## config.mk

```make
export PLATFORM = sky130hd
export DESIGN_NAME = debounce_scan_scheduler
export DESIGN_NICKNAME = d
export VERILOG_FILES = /design/src/rtl/fpga_pkg.sv /design/src/rtl/tick_prescaler.sv /design/src/rtl/debounce_scan_scheduler.sv
export SDC_FILE = /design/constraint.sdc
export NUM_CORES = 1
export LEC_CHECK = 0
export BUFFER_PORTS_ARGS = -buffer_cell sky130_fd_sc_hd__buf_2
export CELL_PAD_IN_SITES_DETAIL_PLACEMENT = 1
export CELL_PAD_IN_SITES_GLOBAL_PLACEMENT = 2
export CORE_MARGIN = 3
export CORE_UTILIZATION = 35
export CTS_CLUSTER_DIAMETER = 50
export DETAILED_ROUTE_END_ITERATION = 8
export PLACE_DENSITY_LB_ADDON = 0.1
export SYNTH_ARGS = -nofsm -noshare
export SYNTH_HDL_FRONTEND = slang
export SYNTH_SLANG_ARGS = --single-unit
```

## constraint.sdc

```tcl
create_clock -name clk_i -period 2.7 [get_ports clk_i]
set_clock_uncertainty 0.15 [all_clocks]
set_input_delay 0.54 -clock clk_i [delete_from_list [all_inputs] [get_ports clk_i]]
set_output_delay 0.54 -clock clk_i [all_outputs]
set_load 0.01 [all_outputs]
```

## src/rtl/fpga_pkg.sv

```systemverilog
// fpga_pkg: shared board constants, timing defaults and scan FSM state encoding
package fpga_pkg;
   localparam int CLK_HZ = 25_000_000;
   localparam int DEF_TICK_DIV = 2500;
   localparam int DEF_STABLE_TICKS = 100;
   typedef enum logic {ST_IDLE = 1'b0, ST_SCAN = 1'b1} state_t;
endpackage

```

## src/rtl/tick_prescaler.sv

```systemverilog
// tick_prescaler: counts 0..DIV-1 and flags the last count as a one-cycle tick
module tick_prescaler #(
   parameter int DIV = 2500
) (
   input  logic clk_i,
   input  logic rst_i,
   output logic tick_o
);
   localparam int W = DIV > 1 ? $clog2(DIV) : 1;
   logic [W-1:0] pre;
   assign tick_o = pre == W'(DIV - 1);
   always_ff @(posedge clk_i)
      if (rst_i || tick_o) pre <= '0;
      else pre <= pre + W'(1);
endmodule

```

## src/rtl/debounce_scan_scheduler.sv

```systemverilog
// debounce_scan_scheduler: debounces N_SW switches with one time-shared counter datapath
module debounce_scan_scheduler
   import fpga_pkg::*;
#(
   parameter int N_SW = 4,
   parameter int TICK_DIV = DEF_TICK_DIV,
   parameter int STABLE_TICKS = DEF_STABLE_TICKS
) (
   input  logic            clk_i,
   input  logic            rst_i,
   input  logic [N_SW-1:0] sw_i,
   output logic [N_SW-1:0] sw_o,
   output logic [N_SW-1:0] rise_o,
   output logic [N_SW-1:0] fall_o,
   output logic            busy_o
);
   localparam int IW = N_SW > 1 ? $clog2(N_SW) : 1;
   localparam int CW = $clog2(STABLE_TICKS + 1);
   if (TICK_DIV < N_SW + 1) begin : g_bad_div
      $error("TICK_DIV must be at least N_SW+1 so a scan finishes before the next tick");
   end
   logic [N_SW-1:0] sync1, sync2;
   logic [CW-1:0]   cnt [N_SW];
   logic [IW-1:0]   idx, idx_n;
   state_t          state, state_n;
   logic            tick, last, disagree, accept, ch_sync;
   logic [CW-1:0]   ch_cnt;
   tick_prescaler #(.DIV(TICK_DIV)) u_pre (.clk_i(clk_i), .rst_i(rst_i), .tick_o(tick));
   assign busy_o   = state == ST_SCAN;
   assign last     = idx == IW'(N_SW - 1);
   assign ch_sync  = sync2[idx];
   assign ch_cnt   = cnt[idx];
   assign disagree = ch_sync != sw_o[idx];
   assign accept   = busy_o && disagree && ch_cnt == CW'(STABLE_TICKS - 1);
   always_comb begin
      state_n = state;
      idx_n   = idx;
      if (state == ST_IDLE) begin
         state_n = tick ? ST_SCAN : ST_IDLE;
         idx_n   = '0;
      end else begin
         state_n = last ? ST_IDLE : ST_SCAN;
         idx_n   = last ? '0 : idx + IW'(1);
      end
   end
   always_ff @(posedge clk_i) begin
      if (rst_i) begin
         sync1  <= '0;
         sync2  <= '0;
         sw_o   <= '0;
         rise_o <= '0;
         fall_o <= '0;
         state  <= ST_IDLE;
         idx    <= '0;
         for (int i = 0; i < N_SW; i++) cnt[i] <= '0;
      end else begin
         sync1  <= sw_i;
         sync2  <= sync1;
         state  <= state_n;
         idx    <= idx_n;
         rise_o <= '0;
         fall_o <= '0;
         // only the channel under scan touches the shared compare/increment path
         if (busy_o) begin
            cnt[idx] <= (disagree && !accept) ? ch_cnt + CW'(1) : '0;
            if (accept) begin
               sw_o[idx]   <= ch_sync;
               rise_o[idx] <= ch_sync;
               fall_o[idx] <= !ch_sync;
            end
         end
      end
   end
endmodule

```

After elaboration in Yosys (flattened, before gate mapping)
Memory sizes are Yosys's and may differ from the RTL's. A register that Yosys moved wholly into a read port is not among the register bits.
Index checks and enable logic that the tools add are counted.
Storage, ports and cells
  memory bits (writable): 28
  memories kept: 1
  flip-flop bits (word level): 35
  output and inout bits: 13
Cells by class
  mux-type cells: 20
  $lt $le $gt $ge: 2
  $add $sub $neg: 3
  reductions and logical operators: 11
  bitwise logic cells: 4
  equality and inequality tests: 4
Memory list
  cnt: words 4, bits a word 7, rd ports 1, clocked after Yosys merged registers in 1, write ports 4, RTL line debounce_scan_scheduler.sv:23  | logic [CW-1:0] cnt [N_SW];
Operators with widths (count)
  $mux 7: 2
  $add 12x1->12 const B: 1
  $eq 12x12->1 const B: 1
  $mux 1: 12
  $and 4x4->4: 2
  $add 7x1->7 const B: 1
  $eq 7x7->1 const B: 1
  $reduce_or 7->1: 1
  $reduce_or 3->1: 2
  $bmux 1 s2: 2
  $bwmux 4: 1
  $logic_and 1x1->1: 4
  $mux 2: 2
  $lt 2x3->1 const B: 1
  $add 2x1->2 const B: 1
  $demux 1 s2: 1
  $eq 2x2->1 const B: 1
  $ge 2x1->1 const B: 1
  $logic_not 1->1: 2
  $not 1->1: 2
  $reduce_and 2->1: 1
  $logic_or 1x1->1: 1
  $ne 1x1->1: 1

Longest topological paths before layout
Gate-level depths: netlist (run 1).
  word-level depth: 9
  gate-level depth with buffers: 10
  mapped depth without buffers: 5

Cells and area by module
A second synthesis (run 1) with hierarchy kept.
Unflattened totals
  cell total of the unflattened synthesis: 233
  area, all modules: 2854.0 µm²
By module, submodules not included
  debounce_scan_scheduler: sequential area each 1301.2 µm², cells an instance 173, area an instance 2298.5 µm², instances 1
  tick_prescaler: sequential area each 240.2 µm², cells an instance 60, area an instance 555.5 µm², instances 1

Least setup slack after synthesis (run 1)
OpenSTA, ideal clock, no wires.
  path kind: register -> register
  from: register idx[0]
  to: memory cnt[0][2] (netlist name), data pin
  arrival time: 2441 ps
  data required time: 2393 ps
  clock period less this slack: 2748 ps
  cell stages (with the launch flop): 11
  path slack: -48 ps
  buffers on the path: 5
  path through: dfxtp_1 > buf_6 > buf_8 > mux4_2 > ha_1 > and3_4 > buf_6 > a211o_1 > buf_6 > buf_6 > nor3_1
RTL lines
  start: declaration: RTL line debounce_scan_scheduler.sv:24  | logic [IW-1:0] idx, idx_n;
  start signal: assignment: RTL line debounce_scan_scheduler.sv:60  | idx <= idx_n;
  end: declaration: RTL line debounce_scan_scheduler.sv:23

==> impl_metrics.ini, run 1 <==
[outcome]
status = completed

[global_route]
grt_pass1_vias = 2015
grt_max_degree = 29
gr-total-overflow = 0
grt_pass1_wl_microns = 10420
grt_usage = 0.1538
antenna_found_initial = 0

[critical_path]
crit_required_ns = 2.69
crit_type = reg2reg
slowest_stage = dfxtp_1
path_cells = mux4_2, ha_4, and3_4, a211o_1, buf_12, a211oi_1
critPathMaxFanout = 28
crit_path_start_kind = flip-flop
cp.arrival_ns = 2.59
endpoint_kind = flip-flop
critical-path-max-stage-delay_ns = 0.61

[finish]
antennaDiodeCount = 0
nets = 263
fin_area_sq_um = 3182
final_common_cell = dfxtp_1
multiInputGateArea_sq_um = 1141
drive_gt1_frac = 0.2227
syn2layout_area_growth_pct = 14.14
fillCellCount = 794
most-common-layout-cells = dfxtp_1, edfxtp_1, nor2_1, buf_2, nor3_1
register_area_sq_um = 1543
fin_util = 0.4250

[clock_network]
clkSlewWorstSetupHoldPaths_ns = 0.07
cts_tree = yes
insertion_delay_ns = 0.34
clockBufferDepth = 2
clock-sinks = 63
cts-root-buf = clkbuf_8
cts_buffers = 9
htreeDepth = 3

[route]
drc = 0
vias = 1851
wirelength_microns = 6302
first_pass_iters = 4
via_per_inst = 5.214
wl_per_cell_microns = 17.75
ant_nets = 0
first_iter_violations = 109

[synthesis]
yosysUniqueCellTypes = 39
synthesis.area_sq_um = 2788
seq_area_frac_synth = 0.5530
synth_warnings = 0
syn-instance-count = 224
synth_seq_cells = 63
avgSynthCellArea_sq_um = 12.44
synth_area_leader_cell = edfxtp_1
synth_top_area_frac = 0.3016
synth_fp_nets = 236
synthTopCellsByArea = edfxtp_1, dfxtp_1, mux4_2

[die]
core_area_sq_um = 7486
initial_core_util = 0.3724
rows = 31
dieArea_sq_um = 9072
die_h_microns = 95.25
io_pins = 19
dieWidth_microns = 95.25

[sta]
setup_viol = 0
tns_ns = 0
rsz0062_at_grt = false
slew_viol_final = 0
timing.fmax_mhz = 384.5
hold_viol = 0
worst_slew_pin_slew_ns = 0.4760
post-route-min-period_ns = 2.601
period_share = 0.9632
relSlewSlack = 0.6793

[placement]
portBuffers = 18
place_area_sq_um = 3014
finalWeightedCongestion = 0.8148
hpwl_microns = 4364

[power]
power.density_nw_per_um2 = 565.2
ir_drop_uv = 241.5
leakagePower_nw = 1.188

[hold_path]
hp-class = in2reg

[flow_run]
max-cap-violations = 0
## cell usage after synthesis, drive strengths merged
library cell and instances:
a21oi 2, xnor2 3, or3 3, mux2i 4, inv 4, ha 6, mux4 9, and2 1
and4b 4, o21ai 2, nand2b 10, nand4 7, nand3 9, buf 7, edfxtp 28, xor2 12
nor4b 5, nor4 1, clkbuf 7, dfxtp 35, a31o 1, nor2b 8, nor2 19, and3 3
nor3 16, nor4bb 1, and4 2, a211oi 6, nor3b 1, a211o 1, mux2 1, nand2 6
## power by group
part	switching, W	internal (W)
logic	0.0000439	0.0000275
clock network	0.000354	0.000349
registers	0.00000806	0.00102
## final cells by class
cell class | instances | area share
multi-input combinational | 143 | 0.3586
inverter | 4 | 0.004719
clock buffer | 11 | 0.04444
tap | 99 | 0.03893
sequential | 63 | 0.4849
clock inverter | 5 | 0.007865
timing repair buffer | 30 | 0.06056
## worst paths after layout
check	start	endpoint	slack [ns]	cells past startpoint
setup / recovery	idx[1]$_SDFF_PP0_	cnt[2][5]$_SDFFCE_PN0P_	0.1	6
hold / removal	sw_i[1]	sync1[1]$_SDFF_PP0_	0.26	2
setup reg to reg	idx[1]$_SDFF_PP0_	cnt[2][5]$_SDFFCE_PN0P_	0.1	6
hold reg to reg	u_pre.pre[0]$_SDFF_PP0_	u_pre.pre[0]$_SDFF_PP0_	0.29	1
## stage by stage
| step | hold WS, ns | std cells | power, W | worst slack, ns |
|---|---|---|---|---|
| global route | 0.2580 | 355 | 0.001872 | 0.01551 |
| detailed placement | 0.2822 | 339 | 0.001118 | 0.02300 |
| global placement | 0.2715 | 339 | 0.001114 | 0.2049 |
| CTS | 0.2537 | 355 | 0.001819 | 0.002173 |
| floorplan | 0.2629 | 224 | 0.001091 | 0.01290 |
| finish | 0.2633 | 355 | 0.001798 | 0.09934 |
## cells by family (layout without fill, tap and decap cells)
kind of cell / Yosys count / after routing / share of synthesized area
xor+xnor: 15 / 15 / 0.04713
buf+inv: 18 / 50 / 0.04219
fa+ha+maj: 6 / 6 / 0.02693
compound gates: 12 / 12 / 0.03142
simple gates: 96 / 96 / 0.2029
flops: 63 / 63 / 0.5530
mux: 14 / 14 / 0.09650
## state kept, by name, summed over array words and instances (netlist names), 2 cells and up
| name | count |
|---|---|
| cnt | 28 |
| u_pre.pre | 12 |
| fall_o | 4 |
| rise_o | 4 |
| sw_o | 4 |
| sync1 | 4 |
| sync2 | 4 |
| idx | 2 |
## per-layer routing
layer	vias up	wire (microns)	global-route usage
li1	877	-	-
met1	936	3000	0.2031
met2	28	2976	0.2408
met3	10	215	0.03867
met4	0	110	0.06250
met5	-	0	0
## worst max-delay path: cells and delay by family, from the launching register on
family | cells | cell delay, ns
compound gates | 2 | 0.61
flops | 1 | 0.61
mux | 1 | 0.44
fa+ha+maj | 1 | 0.21
simple gates | 1 | 0.20
buf+inv | 1 | 0.18
## repair_timing
| item | in CTS | in global routing |
|---|---|---|
| setup endpoints to repair | 0 | 10 |
| hold buffers | 0 | 0 |
| hold endpoints to repair | 0 | 0 |
| resized for setup | 0 | 1 |
| buffers inserted | 0 | 0 |
No activity file was read; power rests on OpenSTA's default activity.
==> run 2: changes to the inputs <==
CORE_MARGIN = 5   (was 3)
GPL_TIMING_DRIVEN = 0   (was default)
==> run 2 against run 1 <==
  * Non-clock buffer count up 12
  * Worst hold slack better by 0.0022 ns
  * Power down 1.6%
  * First-iteration DRC count down 41%
  * Cell count up 4.2%
  * Setup slack better by 0.046 ns
  * Combinational power up 4.2%
  * Design area up 4.8%
==> impl_metrics.ini, run 2 (synthesis results as in run 1) <==
[flow_run]
max-cap-violations = 0

[finish]
antennaDiodeCount = 0
top_register = cnt
final_cells = 370
largest_register_ffs = 28
nets = 275
largestRegisters = cnt: 28 flops, u_pre.pre: 12 flops
final_common_cell = dfxtp_1
syn2layout_area_growth_pct = 19.57
drive_gt1_frac = 0.2537
fillCellCount = 852
most-common-layout-cells = dfxtp_1, edfxtp_1, nor2_1, buf_2

[sta]
setup_viol = 0
hold_viol = 0
setup_ws_ns = 0.1455
post-route-min-period_ns = 2.555
holdWs_ns = 0.2655
slew_viol_final = 0
period_share = 0.9461
rsz0062_at_grt = false
timing.fmax_mhz = 391.5
relSlewSlack = 0.6507
worst_slew_pin_slew_ns = 0.5239

[placement]
portBuffers = 17
finalWeightedCongestion = 0.7068
dp_cells = 343
place_ws_ns = -0.5016
hpwl_microns = 4255

[clock_network]
cts_buffers = 9
insertion_delay_ns = 0.34
clock-sinks = 63
clockBufferDepth = 2
cts_tree = yes
cts-root-buf = clkbuf_8
htreeDepth = 3
hold_buffers = 0
clkSlewWorstSetupHoldPaths_ns = 0.06

[global_route]
grt_max_degree = 11
gr-total-overflow = 0
grt_pass1_vias = 1952
grt_usage = 0.1373
antenna_found_initial = 0
grt_pass1_wl_microns = 10270

[route]
wl_per_cell_microns = 17.44
via_per_inst = 5.073
wirelength_microns = 6452
vias = 1877
drc = 0
first_pass_iters = 4
first_iter_violations = 64
ant_nets = 0

[hold_path]
worstHoldStart = sw_i[0]
hp-class = in2reg

[die]
io_pins = 19
rows = 32
initial_core_util = 0.3608
dieArea_sq_um = 9850
die_h_microns = 99.25
dieWidth_microns = 99.25
core_area_sq_um = 7727

[power]
leakagePower_nw = 1.248
power.density_nw_per_um2 = 531.2
ir_drop_uv = 215.6

[outcome]
status = completed

[critical_path]
slowest_stage = mux4_1
crit_path_start_kind = flip-flop
crit_start = idx[0]$_SDFF_PP0_
endpoint_kind = flip-flop
crit_type = reg2reg
path_cells = buf_12, buf_4, mux4_1, xnor2_1, a211o_1, buf_6, clkbuf_16, nor3_4
cp.arrival_ns = 2.57
crit_required_ns = 2.71
r2r_slack_ns = 0.15
critPathMaxFanout = 6
critical-path-max-stage-delay_ns = 0.63
r2r_start = idx[0]$_SDFF_PP0_
==> run 2: path summary, 6_finish.rpt <==
path | endpoint | depth (start not counted)
worst min-delay path | sync1[0]$_SDFF_PP0_ | 2
worst max-delay path | cnt[1][1]$_SDFFCE_PN0P_ | 8
worst max register to register | cnt[1][1]$_SDFFCE_PN0P_ | 8
worst min register to register | sync2[1]$_SDFF_PP0_ | 1
==> run 2: metal layers <==
layer | routed length [microns] | part of all wire | track usage | vias up
met2 | 3041 | 0.47 | 0.2133 | 28
met1 | 3111 | 0.48 | 0.1778 | 939
met5 | 0 | 0 | 0 | -
met4 | 104 | 0.016 | 0.05777 | 0
li1 | - | - | - | 898
met3 | 194 | 0.030 | 0.04137 | 12
==> run 2: repair_timing <==
item                                    4_1_cts  5_1_grt
endpoints found under the setup margin       47       17
gates resized for setup                       9        9
setup buffers                                 9        2
gates cloned                                  0        2
pin swaps                                     2        3
==> run 2: report_power, final <==
group | switching [W] | total (W) | internal (W)
sequential | 0.00000762 | 0.00102 | 0.00102
combinational | 0.0000468 | 0.0000744 | 0.0000276
clock | 0.000341 | 0.000673 | 0.000332
total | 0.000395 | 0.00177 | 0.00138
==> run 2: per-stage QoR <==
| step | instance area (sq um) | util | TNS [ns] | total power (W) |
|---|---|---|---|---|
| after detailed placement | 3013 | 0.3899 | -15.22 | 0.001115 |
| after floorplan | 2800 | - | 0 | 0.001091 |
| final | 3333 | 0.4313 | 0 | 0.001770 |
| after global routing | 3333 | 0.4313 | 0 | 0.001853 |
| after global placement | 3013 | 0.3899 | -13.87 | 0.001114 |
| after CTS | 3272 | 0.4234 | -0.01158 | 0.001797 |
==> run 2: final cells by class <==
| cell class | count | area, sq um | share of cell area |
|---|---|---|---|
| inverters | 4 | 15.01 | 0.004505 |
| multi-input cells | 143 | 1194 | 0.3581 |
| clock buffers | 14 | 142.6 | 0.04279 |
| plain buffers | 12 | 101.3 | 0.03041 |
| repair buffers | 30 | 197.7 | 0.05931 |
| well taps | 102 | 127.6 | 0.03829 |
| flip-flops and latches | 63 | 1545 | 0.4636 |
| clock inverters | 2 | 10.01 | 0.003003 |
==> run 2: critical path, delay by kind of cell, from the launching register on <==
kind / cells / cell delay, ns
DFF: 1 / 0.39
AOI/OAI and AO/OA: 1 / 0.30
buffers and inverters: 4 / 0.58
muxes: 1 / 0.63
xor gates and xnor gates: 1 / 0.16
and+or+nand+nor: 1 / 0.16
==> run 3: changes to the inputs <==
CORE_ASPECT_RATIO = 0.5   (was default)
==> run 3 against run 2 <==
  * First-iteration DRC count shrank 13%
  * Combinational power shrank 0.7%
  * Fmax fell by 3.3%
  * Critical path type unchanged
  * Worst hold slack improved by 0.0099 ns
  * Largest power group is now clock
  * Core utilization is 1.2 points higher
  * Clock power rose by 56%
==> impl_metrics.ini, run 3 (synthesis results as in run 1) <==
[die]
dieWidth_microns = 136.2
rows = 23
io_pins = 19
die_h_microns = 73.11
core_area_sq_um = 7885
dieArea_sq_um = 9958
initial_core_util = 0.3535

[finish]
syn2layout_area_growth_pct = 25.49
top_register = cnt
drive_gt1_frac = 0.2815
largest_register_ffs = 28
nets = 277
most-common-layout-cells = dfxtp_1, edfxtp_1, nor2_1, buf_2, buf_4
antennaDiodeCount = 0
fin_area_sq_um = 3498
largestRegisters = cnt: 28 flops, u_pre.pre: 12 flops
final_common_cell = dfxtp_1
fillCellCount = 870

[power]
leakagePower_nw = 1.325
power.density_nw_per_um2 = 615.6
power_w = 0.002154
ir_drop_uv = 265.3

[global_route]
gr-total-overflow = 0
antenna_found_initial = 0
grt_usage = 0.1603
grt_pass1_wl_microns = 11550
grt_pass1_vias = 2101
grt_max_degree = 11

[clock_network]
cts-root-buf = clkbuf_16
clockBufferDepth = 2
cts_tree = yes
clkSlewWorstSetupHoldPaths_ns = 0.05
clock-sinks = 63
hold_buffers = 0
cts_buffers = 9
htreeDepth = 3
insertion_delay_ns = 0.33

[route]
wirelength_microns = 7008
first_pass_iters = 4
vias = 1886
first_iter_violations = 56
wl_per_cell_microns = 18.35
via_per_inst = 4.937
ant_nets = 0
drc = 0

[placement]
portBuffers = 17
place_area_sq_um = 3025
place_ws_ns = -0.5576
hpwl_microns = 4631
finalWeightedCongestion = 0.7397

[critical_path]
cp_num_buf_inv = 3
endpoint_kind = flip-flop
critPathMaxFanout = 5
critical-path-max-stage-delay_ns = 0.58
crit_required_ns = 2.72
path_delay_family = multiplexers
path_cells = buf_12, mux4_2, ha_4, and3_4, a211o_1, buf_6, bufbuf_16, nor3_2
crit_path_start_kind = flip-flop
cp.arrival_ns = 2.66
crit_type = reg2reg
slowest_stage = mux4_2

[sta]
setup_viol = 0
hold_viol = 0
post-route-min-period_ns = 2.642
setup_ws_ns = 0.05806
slew_viol_final = 0
holdWs_ns = 0.2755
timing.fmax_mhz = 378.5
relSlewSlack = 0.5907
worst_slew_pin_slew_ns = 0.6140
period_share = 0.9785

[hold_path]
hp-class = in2reg

[flow_run]
max-cap-violations = 0

[outcome]
status = completed
[run 3: changes by cell type in the layout (fill, tap and decap cells not counted), moves of 2 or more]
| cell | before | now |
|---|---|---|
| clkbuf_16 | 1 | 9 |
| nor3_4 | 1 | 3 |
| mux4_1 | 4 | 1 |
| buf_4 | 11 | 13 |
| mux4_2 | 5 | 8 |
| clkbuf_8 | 9 | 3 |
[run 3: report_power, final]
group	switching, W	internal [W]
Clock	0.000384	0.000670
Sequential	0.00000822	0.00102
Combinational	0.0000469	0.0000270
[run 3: layout make-up]
type / count / area, sq um / area share
flip-flops and latches: 63 / 1546 / 0.4421
multi-input cells: 143 / 1200 / 0.3430
clock buffers: 15 / 267.8 / 0.07654
repair buffers: 32 / 220.2 / 0.06295
well taps: 112 / 140.1 / 0.04006
plain buffers: 12 / 103.9 / 0.02969
inverters: 4 / 15.01 / 0.004292
clock inverters: 1 / 5.005 / 0.001431
[run 3: repair_timing]
item	CTS	global route
pin swaps	2	2
gates cloned	2	0
resized for setup	18	6
setup buffers	11	2
endpoints found under the setup margin	47	22
[run 3: worst paths after layout]
check / startpoint / endpoint / slack [ns] / cells past startpoint
worst min-delay path: sw_i[3] / sync1[3]$_SDFF_PP0_ / 0.28 / 2
worst max-delay path: idx[0]$_SDFF_PP0_ / cnt[0][4]$_SDFFCE_PN0P_ / 0.06 / 8
worst min register to register: sync1[3]$_SDFF_PP0_ / sync2[3]$_SDFF_PP0_ / 0.29 / 1
worst max register to register: idx[0]$_SDFF_PP0_ / cnt[0][4]$_SDFFCE_PN0P_ / 0.06 / 8
[run 3: per-layer routing]
metal	share of wire	GRT usage	vias up	routed length [microns]
met5	0	0	-	0
met4	0.012	0.04693	0	87
met3	0.032	0.05579	10	222
met2	0.48	0.2619	19	3361
met1	0.48	0.2032	950	3337
li1	-	-	907	-
[run 3: worst register-to-register path, cell delays in order, from the launching register on]
cell	delay, ns
dfxtp_4	0.38
buf_12	0.13
mux4_2	0.58
ha_4	0.20
and3_4	0.17
a211o_1	0.28
buf_6	0.15
bufbuf_16	0.27
nor3_2	0.17
[run 3: metrics by stage]
step | setup TNS (ns) | util | cells
after global placement | -16.81 | 0.3837 | 353
after floorplan | 0 | - | 224
final | 0 | 0.4437 | 382
after detailed placement | -17.10 | 0.3837 | 353
after CTS | 0 | 0.4419 | 381
after global routing | -0.007310 | 0.4437 | 382
